--- src/rtl/codon_pkg.sv ---
// Shared types and limits for the codon writer/reader/counter family.
// A codon is three 2-bit nucleotides, first nucleotide in the top bits.
package codon_pkg;

    parameter int MAX_CODONS = 5;

    typedef enum logic [1:0] {
        NUC_A = 2'b00,
        NUC_C = 2'b01,
        NUC_G = 2'b10,
        NUC_T = 2'b11
    } nucleotide_t;

    // n0 occupies [5:4], n1 [3:2], n2 [1:0]
    typedef struct packed {
        nucleotide_t n0;
        nucleotide_t n1;
        nucleotide_t n2;
    } codon_t;

    typedef enum logic [2:0] {
        ST_IDLE,
        ST_ACCEPT,
        ST_WRITE0,
        ST_WRITE1,
        ST_WRITE2,
        ST_DONE
    } writer_state_t;

endpackage

--- src/rtl/codon_writer.sv ---
// Accepts codons over a valid/ready handshake and writes them one nucleotide
// per cycle into a sequence memory, stopping on the last codon or at MAX_CODONS.
module codon_writer
    import codon_pkg::*;
#(
    parameter int MAX_CODONS = codon_pkg::MAX_CODONS,
    parameter int ADDR_W     = 4
) (
    input  logic              clock,
    input  logic              reset,
    input  logic              start,
    input  logic [5:0]        codon_in,
    input  logic              codon_valid,
    input  logic              codon_last,
    output logic              codon_ready,
    output logic              mem_we,
    output logic [ADDR_W-1:0] mem_addr,
    output logic [1:0]        mem_data,
    output logic [ADDR_W-1:0] seq_length,
    output logic [2:0]        codon_total,
    output logic              done_writer
);

    writer_state_t     state_q, state_d;
    codon_t            codon_q, codon_d;
    logic              last_q, last_d;
    logic [ADDR_W-1:0] addr_q, addr_d;
    logic [2:0]        total_q, total_d;

    always_ff @(posedge clock) begin
        if (reset) begin
            state_q <= ST_IDLE;
            codon_q <= '0;
            last_q  <= 1'b0;
            addr_q  <= '0;
            total_q <= '0;
        end else begin
            state_q <= state_d;
            codon_q <= codon_d;
            last_q  <= last_d;
            addr_q  <= addr_d;
            total_q <= total_d;
        end
    end

    // The address counter doubles as the nucleotide count, so seq_length is always 3*codon_total at DONE.
    always_comb begin
        state_d = state_q;
        codon_d = codon_q;
        last_d  = last_q;
        addr_d  = addr_q;
        total_d = total_q;
        case (state_q)
            ST_IDLE, ST_DONE: begin
                if (start) begin
                    state_d = ST_ACCEPT;
                    addr_d  = '0;
                    total_d = '0;
                end
            end
            ST_ACCEPT: begin
                if (codon_valid) begin
                    codon_d = codon_t'(codon_in);
                    last_d  = codon_last;
                    total_d = total_q + 3'd1;
                    state_d = ST_WRITE0;
                end
            end
            ST_WRITE0: begin
                addr_d  = addr_q + ADDR_W'(1);
                state_d = ST_WRITE1;
            end
            ST_WRITE1: begin
                addr_d  = addr_q + ADDR_W'(1);
                state_d = ST_WRITE2;
            end
            ST_WRITE2: begin
                addr_d = addr_q + ADDR_W'(1);
                if (last_q || (total_q == 3'(MAX_CODONS))) begin
                    state_d = ST_DONE;
                end else begin
                    state_d = ST_ACCEPT;
                end
            end
            default: state_d = ST_IDLE;
        endcase
    end

    always_comb begin
        codon_ready = (state_q == ST_ACCEPT);
        done_writer = (state_q == ST_DONE);
        seq_length  = addr_q;
        codon_total = total_q;
        mem_we      = 1'b0;
        mem_addr    = '0;
        mem_data    = 2'b00;
        case (state_q)
            ST_WRITE0: begin
                mem_we   = 1'b1;
                mem_addr = addr_q;
                mem_data = codon_q.n0;
            end
            ST_WRITE1: begin
                mem_we   = 1'b1;
                mem_addr = addr_q;
                mem_data = codon_q.n1;
            end
            ST_WRITE2: begin
                mem_we   = 1'b1;
                mem_addr = addr_q;
                mem_data = codon_q.n2;
            end
            default: ;
        endcase
    end

endmodule

--- config.mk ---
export PLATFORM = sky130hd
export DESIGN_NAME = codon_writer
export DESIGN_NICKNAME = d
export VERILOG_FILES = /design/src/rtl/codon_pkg.sv /design/src/rtl/codon_writer.sv
export SDC_FILE = /design/constraint.sdc
export NUM_CORES = 1
export LEC_CHECK = 0
export ABC_CLOCK_PERIOD_IN_PS = 1720
export BUFFER_PORTS_ARGS = -buffer_cell sky130_fd_sc_hd__buf_2
export CORE_ASPECT_RATIO = 2
export CORE_MARGIN = 8
export CORE_UTILIZATION = 25
export CTS_CLUSTER_SIZE = 10
export DETAILED_ROUTE_END_ITERATION = 10
export HOLD_SLACK_MARGIN = 0.05
export PLACE_DENSITY_LB_ADDON = 0.12
export SYNTH_ARGS = -nofsm -noshare
export SYNTH_HDL_FRONTEND = slang
export SYNTH_SLANG_ARGS = --single-unit
--- constraint.sdc ---
create_clock -name clock -period 1.72 [get_ports clock]
set_input_delay 0.086 -clock clock [delete_from_list [all_inputs] [get_ports clock]]
set_output_delay 0.086 -clock clock [all_outputs]
set_load 0.005 [all_outputs]
==> results of run 1 <==
through the flow:
step	util (%)	setup slack (ps)	power (mW)	std cells	area [sq um]
3_5_place_dp	30.2	132	0.577	181	1060
5_1_grt	31.8	33.7	0.928	185	1120
2_1_floorplan	-	388	0.529	111	897
4_1_cts	31.7	0.512	0.887	185	1120
6_report	31.8	126	0.873	185	1120
3_3_place_gp	30.2	188	0.577	181	1060
registers in the layout (all words and copies together) (netlist names):
name,count
codon_q,6
codon_total,3
last_q,1
seq_length,4
state_q,3
final cells by class:
class                   instances  area share [%]
inverters                       3            1.00
clock buffers                   3            3.68
flip-flops and latches         17            30.6
repair buffers                 28            12.9
clock inverters                 1           0.446
well taps                      49            5.47
multi-input cells              84            45.9
placed cells by master (no fill, tap or decap), types with 2 or more instances in the layout:
master	n
buf_4	2
dfxtp_1	15
nor3_1	2
a22oi_1	3
inv_1	3
nand2b_1	4
nor2b_1	3
nand3_1	4
o21ai_0	3
nand2_1	16
a311oi_1	2
nor2_1	7
dfxtp_2	2
o31ai_1	2
ha_1	3
buf_2	26
a21oi_1	14
and2_1	5
clkbuf_8	3
metal layers:
metal  share of wire, %  track usage (%)
met3                3.7             1.79
met4                1.4             3.99
met2                 50             13.2
met1                 45             10.7
met5                  0                0
power groups by stage:
stage	Combinational [mW]	Sequential (mW)	Clock, mW
3_3_place_gp	0.135	0.442	0
5_1_grt	0.152	0.439	0.337
6_report	0.135	0.434	0.303
4_1_cts	0.137	0.434	0.316
3_5_place_dp	0.135	0.442	0
2_1_floorplan	0.0965	0.433	0
how the worst max path moves through the flow:
stage                                  startpoint                           to  cells after the start
after CTS                 state_q[1]$_SDFFE_PP0P_                  mem_data[1]                      4
after global placement    state_q[2]$_SDFFE_PP0P_   seq_length[3]$_SDFFE_PP0P_                      4
final                     state_q[1]$_SDFFE_PP0P_                  mem_data[1]                      4
after detailed placement  state_q[2]$_SDFFE_PP0P_   seq_length[3]$_SDFFE_PP0P_                      4
after floorplan           state_q[2]$_SDFFE_PP0P_  codon_total[0]$_SDFFE_PP0P_                      5
after global routing      state_q[1]$_SDFFE_PP0P_                  mem_data[0]                      4
cell families after synthesis:
kind of cell	count (synthesis)	share of synthesized area [%]
compound gates	33	24.1
simple gates	46	25.8
fa+ha+maj	3	4.18
mux	2	2.37
buf+inv	10	5.58
flops	17	37.9
worst max-delay path, cell delays in order, from the launching register on:
cell	delay (ps)
dfxtp_2	460
nor2b_1	370
a22oi_1	160
o21ai_0	150
buf_2	130
==> impl_results.md, run 1 <==
- FF-to-FF End: codon_total[2]$_SDFFE_PP0P_
- WL final: roughly 2.4 mm
- Post-route clock skew: about 2.4 ps
- Synth Instances: between 100 and 150
- Chip Width: 58.4 um
- Global-route wire length before repair: roughly 4.0 mm
- Part of the power in registers: between 40% and 50%
- DRC viols: 0
- Layout cell share with drive strength beyond 1: between 20 and 30%
- Layout area overhead: 25.0%
- Setup crit start kind: register
- Clk sinks: 17
- # rows: 31
- Top-area cell type share of the netlist area: a little under two fifths
- # hold bufs at CTS: 0
- Net load switching power: 242 uW
- TritonRoute pass-1 iters: 4
- Worst Hold Path EP: codon_q[5]$_SDFFE_PP0P_
- Vias per Instance: 4.65
- Sw Share: ~28%
- CTS max path bufs: 2
- Fillers: 395
- Fin. max-slew vios: 0
- Tightest Pin Transition: 362 ps
- Number of global-route vias before repair: 840
- Internal power: 631 uW
- Hold Path Depth: 3
- Post_cts resized: 1
- FF+latch count, synth: 17
- Post-DP HPWL: roughly 1.7 mm
- Worst vdd ir: ~0.00033 V
- Final min period: roughly 1600 ps
- TritonCTS buffer count: 3
- Vias: between 800 and 900
- Mapped Nets: 125
- Req. time, crit path: ~1600 ps
- Max cap viols: 0
- Hold WS: approximately 62 ps
- Final-stage net count: 151
- Setup Viol. Count Final: 0
- Async set or reset register ratio after synthesis: 0%
- CP max FO: 13
- Pleak: 0.462 nW
- Area of the multi-input gates: 514 sq um
- Clk pin slew, worst setup/hold paths: 70 ps
- Gr ovfl total: 0
- EDFF count, synth: 0
- Worst skew pair latency: 250 ps
- Setup_tns: 0 ps
- Combinational Power Share: about 16%
- Worst min path class: in -> reg
- Max-slew headroom: 75.8%
- Ys flop type: dfxtp_1
- I/O pins: 27
- Area contributors post-synth: dfxtp_1 38%, a21oi_1 7.8%, nand2_1 6.7%
- Syn. warnings: 0
- Initial antenna violation count: 0
- Register Area: 343 sq um
- Worst setup EP type: primary output
- Part of the cycle the worst path needs: 92.6%
- Core area: around 3500 sq um
- Seq/Total Area, Yosys: between 30% and 40%
- Die area: 5880 sq um
- Setup repair after global routing missed its margin: false
- CTS tree: yes
- Antenna diodes: 0
- GRT Overall Usage: under 10%
- Synth unique cells: 35
- Chip height: approximately 100 um
- Fmax: 0.628 GHz
- Critical path type: reg -> out
- Count leader, synth: dfxtp_1
- Critical Path AT: 1510 ps
- Min-delay src: codon_in[5]
- Mapped Area: 897 sq um
- Origin of the critical flop-to-flop path: state_q[0]$_SDFFE_PP0P_
- Root Driver: clkbuf_8
- Final count of hold timing violations: 0
- # port buffers: 26
- Initial DRC Count: 14
- Largest net degree at the start of global routing: 18
- H-tree levels: 1
- Post-synth top cells: 17 x dfxtp_1, 16 x nand2_1, 14 x a21oi_1, 7 x nor2_1, 5 x and2_1
- Status: completed
- Yosys top cell by area: dfxtp_1
- R2R cell count: 5
- DRT antenna net count: 0
- Routability Congestion: 0.761
- Routed len/inst: 12.8 um
- Clock power frac: 34.8%
- Setup Fix Bufs, Post-CTS: 0
- Starting Density: about a quarter
- Syn avg cell area: approximately 8 sq um
- Flop2flop setup slack: 240 ps
- Total power divided by cell area: slightly below 800 nW/um^2
Power figures use the tool's default switching activity.
==> inputs of run 2 (changes only) <==
==> constraint.sdc (replaced) <==
create_clock -name clock -period 1.72 [get_ports clock]
set_input_delay 0 -clock clock [delete_from_list [all_inputs] [get_ports clock]]
set_output_delay 0 -clock clock [all_outputs]
set_load 0.005 [all_outputs]
==> run 2 against run 1 <==
  * Combinational power is 6% higher
  * Final cell count is 3.8% higher
  * Non-clock buffer count is 7 higher
  * Largest power group unchanged
  * Flip-flop and latch count stayed put
  * Global-route usage is 0.40 points lower
  * Count of clock-buffer cells in the layout stayed put
  * Worst setup slack better by 120 ps
  * Via count is 1.3% higher
  * Critical path depth stayed put
  * First-iteration DRC count stayed put
  * Final area is 5.8% higher
==> impl_results.md, run 2 (synthesis results as in run 1) <==
- Slowest CP cell: dfxtp_2
- CTS tree: yes
- Initial DRC Count: 14
- Final Util: 33.6%
- Internal power: 640 uW
- Status: completed
- # rows: 31
- Met3 Track Usage GR: 2.30%
- Setup_tns: 0 ps
- Finished Layout Cells: approximately 190
- DRC viols: 0
- CP startpoint: state_q[2]$_SDFFE_PP0P_
- Fin worst setup slack: around 250 ps
- Hold Path Depth: 2
- Min-delay src: reset
- Fillers: ~400
- GRT Overall Usage: 8.11%
- Vias: 872
- FF-to-FF End: seq_length[3]$_SDFFE_PP0P_
- Antenna diodes: 0
- Clk pin slew, worst setup/hold paths: 70 ps
- Worst setup EP type: primary output
- Layout cell share with drive strength beyond 1: 27.3%
- Commonest non-fill, non-tap cells in the layout: 26 x buf_2, 16 x nand2_1, 15 x dfxtp_1
- Final min period: 1470 ps
- Worst Hold Path EP: seq_length[1]$_SDFFE_PP0P_
- Max incr delay on CP: 450 ps
- Part of the cycle the worst path needs: ~85%
- Worst vdd ir: ~0.00048 V
- Origin of the critical flop-to-flop path: state_q[2]$_SDFFE_PP0P_
- Starting Density: 25.4%
- Max-slew headroom: 74.8%
- Design Area, Final: 1190 sq um
- Global-route wire length before repair: 3.80 mm
- Part of the power in registers: 49.5%
- Layout area overhead: 32.2%
- Chip height: 101 um
- Setup repair after global routing missed its margin: false
- Vias per Instance: 4.54
- Met2 usage: 13.4%
- TritonRoute pass-1 iters: 4
- Largest Register: codon_q
- Post-DP HPWL: 1.71 mm
- Clk sinks: 17
- Placed cell count: 181
- Worst skew pair latency: 250 ps
- Pleak: 0.490 nW
- Chip Width: 58.4 um
- WL final: 2.29 mm
- Req. time, crit path: ~1700 ps
- Grt peak-use layer: met2
- Worst min path class: in -> reg
- Area of the multi-input gates: 509 sq um
- Most common cell after layout, fill and taps aside: buf_2
- Sw Share: 26.7%
- H-tree levels: 1
- Core area: 3530 sq um
- Hold WS: 121 ps
- Setup Fix Bufs, Post-CTS: 0
- Register Area: 343 sq um
- Final-stage net count: 158
- Root Driver: clkbuf_8
- Pre-CTS WS: 167 ps
- # port buffers: 26
- CTS max path bufs: 2
- Clock power frac: 34.1%
- Gr ovfl total: 0
- Setup Viol. Count Final: 0
- Max reg flops: 6
- R2R cell count: 4
- Combinational Power Share: 16.4%
- Total power divided by cell area: 736 nW/um^2
- Fmax: between 0.6 and 0.7 GHz
- TritonCTS buffer count: 3
- Max cap viols: 0
- CP max FO: 12
- Critical path type: reg -> out
- Flop2flop setup slack: between 200 and 300 ps
- Design Power: 873 uW
- Number of global-route vias before repair: ~860
- DP Area: 1060 sq um
- DRT antenna net count: 0
- Net load switching power: 233 uW
- Largest net degree at the start of global routing: 18
- Fin. max-slew vios: 0
- Critical Path AT: 1470 ps
- Tightest Pin Transition: approximately 380 ps
- Routability Congestion: 0.733
- Die area: between 5000 and 6000 sq um
- I/O pins: 27
- Setup crit start kind: register
- Initial antenna violation count: 0
- CP cell instances: nand2b_1, o21ai_2, and2_1, buf_2
- Post-route clock skew: approximately 1.3 ps
- Routed len/inst: 11.9 um
- Final count of hold timing violations: 0
- Grt met1 use: 9.06%
[run 2: cell count changes in the layout (fill, tap and decap cells not counted), sizes merged]
cell	previous run	this run
dlygate4sd3	0	7
[run 2: worst max-delay path by stage]
stage                                        to  slack (ps)  depth (start not counted)
floorplan           codon_total[0]$_SDFFE_PP0P_         390                          5
global placement     seq_length[3]$_SDFFE_PP0P_         220                          4
detailed placement   seq_length[3]$_SDFFE_PP0P_         170                          4
CTS                                 mem_data[0]          30                          4
global route                        mem_addr[0]         130                          4
finish                              mem_addr[0]         250                          4
[run 2: layout make-up]
class                   count  area share, %
inverters                   3          0.949
clock buffers               3           3.48
clock inverters             1          0.422
flip-flops and latches     17           28.9
repair buffers             35           18.1
well taps                  49           5.17
multi-input cells          84           42.9
[run 2: power by group through the flow]
stage               Clock (mW)  Combinational, mW  Sequential (mW)
finish                   0.298              0.143            0.432
global route             0.330              0.162            0.437
CTS                      0.315              0.147            0.432
detailed placement           0              0.134            0.441
global placement             0              0.133            0.441
floorplan                    0             0.0965            0.433
[run 2: timing repair]
action                                 4_1_cts  5_1_grt
hold buffers                                 7        0
resized for setup                            0        3
endpoints found under the hold margin        7        0
setup endpoints to repair                    0        5
[run 2: critical path: cells and delay by family (launching register included)]
kind                   cells  cell delay (ps)
DFF                        1              450
AOI/OAI and AO/OA          1              340
and+or+nand+nor            2              320
buffers and inverters      1              110
[run 2: per-layer routing]
metal	up-vias	routed length (um)
li1	453	-
met1	403	986
met2	14	1190
met3	2	88
met4	0	25
met5	-	0
==> inputs of run 3 (changes only) <==
--- a/config.mk
+++ b/config.mk
@@ -5,7 +5,7 @@
 export SDC_FILE = /design/constraint.sdc
 export NUM_CORES = 1
 export LEC_CHECK = 0
-export ABC_CLOCK_PERIOD_IN_PS = 1720
+export ABC_CLOCK_PERIOD_IN_PS = 1500
 export BUFFER_PORTS_ARGS = -buffer_cell sky130_fd_sc_hd__buf_2
 export CORE_ASPECT_RATIO = 2
 export CORE_MARGIN = 8
==> constraint.sdc (replaced) <==
create_clock -name clock -period 1.5 [get_ports clock]
set_input_delay 0 -clock clock [delete_from_list [all_inputs] [get_ports clock]]
set_output_delay 0 -clock clock [all_outputs]
set_load 0.005 [all_outputs]
==> run 3 against run 2 <==
  * Wire length is 0.35% higher
  * Worst setup slack worse by 150 ps
  * Combinational power is 34% higher
  * Hold slack improved by 7.5 ps
  * Clock power up 12%
  * Core utilization rose by 1.7 points
  * Final cell count increased by 3.6%
  * Total power is 16% higher
  * Largest cell class unchanged
==> impl_results.md, run 3 (synthesis results as in run 1) <==
- Req. time, crit path: 1500 ps
- Critical path type: reg -> out
- Crit-path leading delay family: flip-flops
- Sw Share: 26.3%
- TritonCTS buffer count: 3
- Vias per Instance: between 4 and 5
- DRT antenna net count: 0
- CP max FO: 12
- Design Area, Final: 1250 sq um
- Max cap viols: 0
- Initial antenna violation count: 0
- Clock power frac: between 30% and 40%
- Critical Path AT: 1400 ps
- GRT Overall Usage: around 8.4%
- Part of the cycle the worst path needs: 93.3%
- Gr ovfl total: 0
- CP cell instances: nand2b_1, o21ai_4, buf_4, and2_1, buf_2
- Chip Width: 58.4 um
- Max-slew headroom: between 70% and 80%
- Chip height: 101 um
- Max incr delay on CP: 410 ps
- Largest net degree at the start of global routing: 18
- Most common cell after layout, fill and taps aside: buf_2
- Pleak: ~0.53 nW
- Worst min path class: in -> reg
- Tightest Pin Transition: 352 ps
- Core area: around 3500 sq um
- Post-DP HPWL: 1.72 mm
- Internal power: 749 uW
- # rows: 31
- Number of global-route vias before repair: about 910
- Final-stage net count: ~170
- Layout area overhead: 38.9%
- Antenna diodes: 0
- Net load switching power: 267 uW
- Buf+Inv Stages, Crit Path: 2
- Combinational Power Share: about a fifth
- Status: completed
- R2R cell count: 4
- Initial DRC Count: 17
- Slowest CP cell: dfxtp_4
- DRC viols: 0
- Part of the power in registers: between 40% and 50%
- Crit. path cell count: 5
- CP endpoint: mem_addr[0]
- Post-route clock skew: 4.06 ps
- Starting Density: 25.4%
- Clk pin slew, worst setup/hold paths: 60 ps
- Worst setup EP type: primary output
- Final count of hold timing violations: 0
- Hold WS: 129 ps
- CTS max path bufs: 2
- Worst vdd ir: 0.000524 V
- Setup_tns: 0 ps
- TritonRoute pass-1 iters: 6
- CTS tree: yes
- H-tree levels: 1
- Setup repair after global routing missed its margin: true
- DP Area: 1100 sq um
- I/O pins: 27
- Final min period: approximately 1400 ps
- Clk sinks: 17
- Layout cell share with drive strength beyond 1: 30.0%
- Fmax: 0.715 GHz
- Flop2flop setup slack: approximately 150 ps
- Origin of the critical flop-to-flop path: state_q[0]$_SDFFE_PP0P_
- WL final: 2.30 mm
- Vias: ~860
- Pre-CTS WS: 23.9 ps
- FF-to-FF End: codon_total[2]$_SDFFE_PP0P_
- Fin. max-slew vios: 0
- Min-delay src: reset
- Setup Viol. Count Final: 0
- Die area: 5880 sq um
- Setup crit start kind: register
- Global-route wire length before repair: 3.96 mm
- Root Driver: clkbuf_8
- Max reg flops: 6
- Worst skew pair latency: approximately 250 ps
- Routability Congestion: slightly above 0.7
- Fin worst setup slack: between 100 and 150 ps
- # port buffers: 26
- Commonest non-fill, non-tap cells in the layout: 26 x buf_2, 16 x nand2_1, 15 x dfxtp_1
- Routed len/inst: 11.5 um
- Total power divided by cell area: 816 nW/um^2
- Largest Register: codon_q
- CP startpoint: state_q[2]$_SDFFE_PP0P_
[run 3: layout make-up]
| type | instances | area [sq um] |
|---|---|---|
| clock inverters | 1 | 5.00 |
| clock buffers | 3 | 41.3 |
| flip-flops and latches | 17 | 345 |
| fillers | 383 | 2280 |
| well taps | 49 | 61.3 |
| repair buffers | 42 | 268 |
| multi-input cells | 84 | 514 |
| inverters | 3 | 11.3 |
[run 3: worst reg2reg max path, cell delays in order, from the launching register on]
cell and delay, ps:
dfxtp_1 420, nor3b_2 330, nand3b_1 120, or3_1 310, a21oi_1 120
[run 3: how the worst min path moves through the flow]
| stage | to | slack, ps | cells after the start |
|---|---|---|---|
| floorplan | codon_q[0]$_SDFFE_PP0P_ | 140 | 2 |
| global placement | codon_q[1]$_SDFFE_PP0P_ | 240 | 3 |
| detailed placement | codon_q[1]$_SDFFE_PP0P_ | 250 | 3 |
| CTS | state_q[0]$_SDFFE_PP0P_ | 130 | 2 |
| global route | seq_length[0]$_SDFFE_PP0P_ | 140 | 2 |
| finish | state_q[0]$_SDFFE_PP0P_ | 130 | 2 |
[run 3: repair_timing]
action / CTS / global route
setup buffers: 2 / 0
hold buffers: 7 / 0
pin swaps: 1 / 1
endpoints found under the hold margin: 7 / 0
gates resized for setup: 2 / 3
setup endpoints to repair: 7 / 7
[run 3: routing by layer]
layer | up-vias | part of all wire (%) | track usage [%]
met5 | - | 0 | 0
met4 | 0 | 0.83 | 3.42
met3 | 2 | 3.7 | 1.92
met2 | 12 | 50 | 13.9
met1 | 384 | 45 | 9.77
li1 | 465 | - | -
[run 3: through the flow]
step	utilization [%]	instances	total power [mW]
floorplan	-	111	0.607
global placement	31.2	186	0.672
detailed placement	31.2	186	0.673
CTS	35.2	199	1.04
global route	35.3	199	1.09
finish	35.3	199	1.02
[run 3: power by group through the flow]
stage | clock (mW) | combinational (mW) | sequential [mW]
detailed placement | 0 | 0.171 | 0.502
global route | 0.373 | 0.218 | 0.495
global placement | 0 | 0.170 | 0.503
CTS | 0.358 | 0.195 | 0.492
floorplan | 0 | 0.111 | 0.496
finish | 0.335 | 0.191 | 0.490
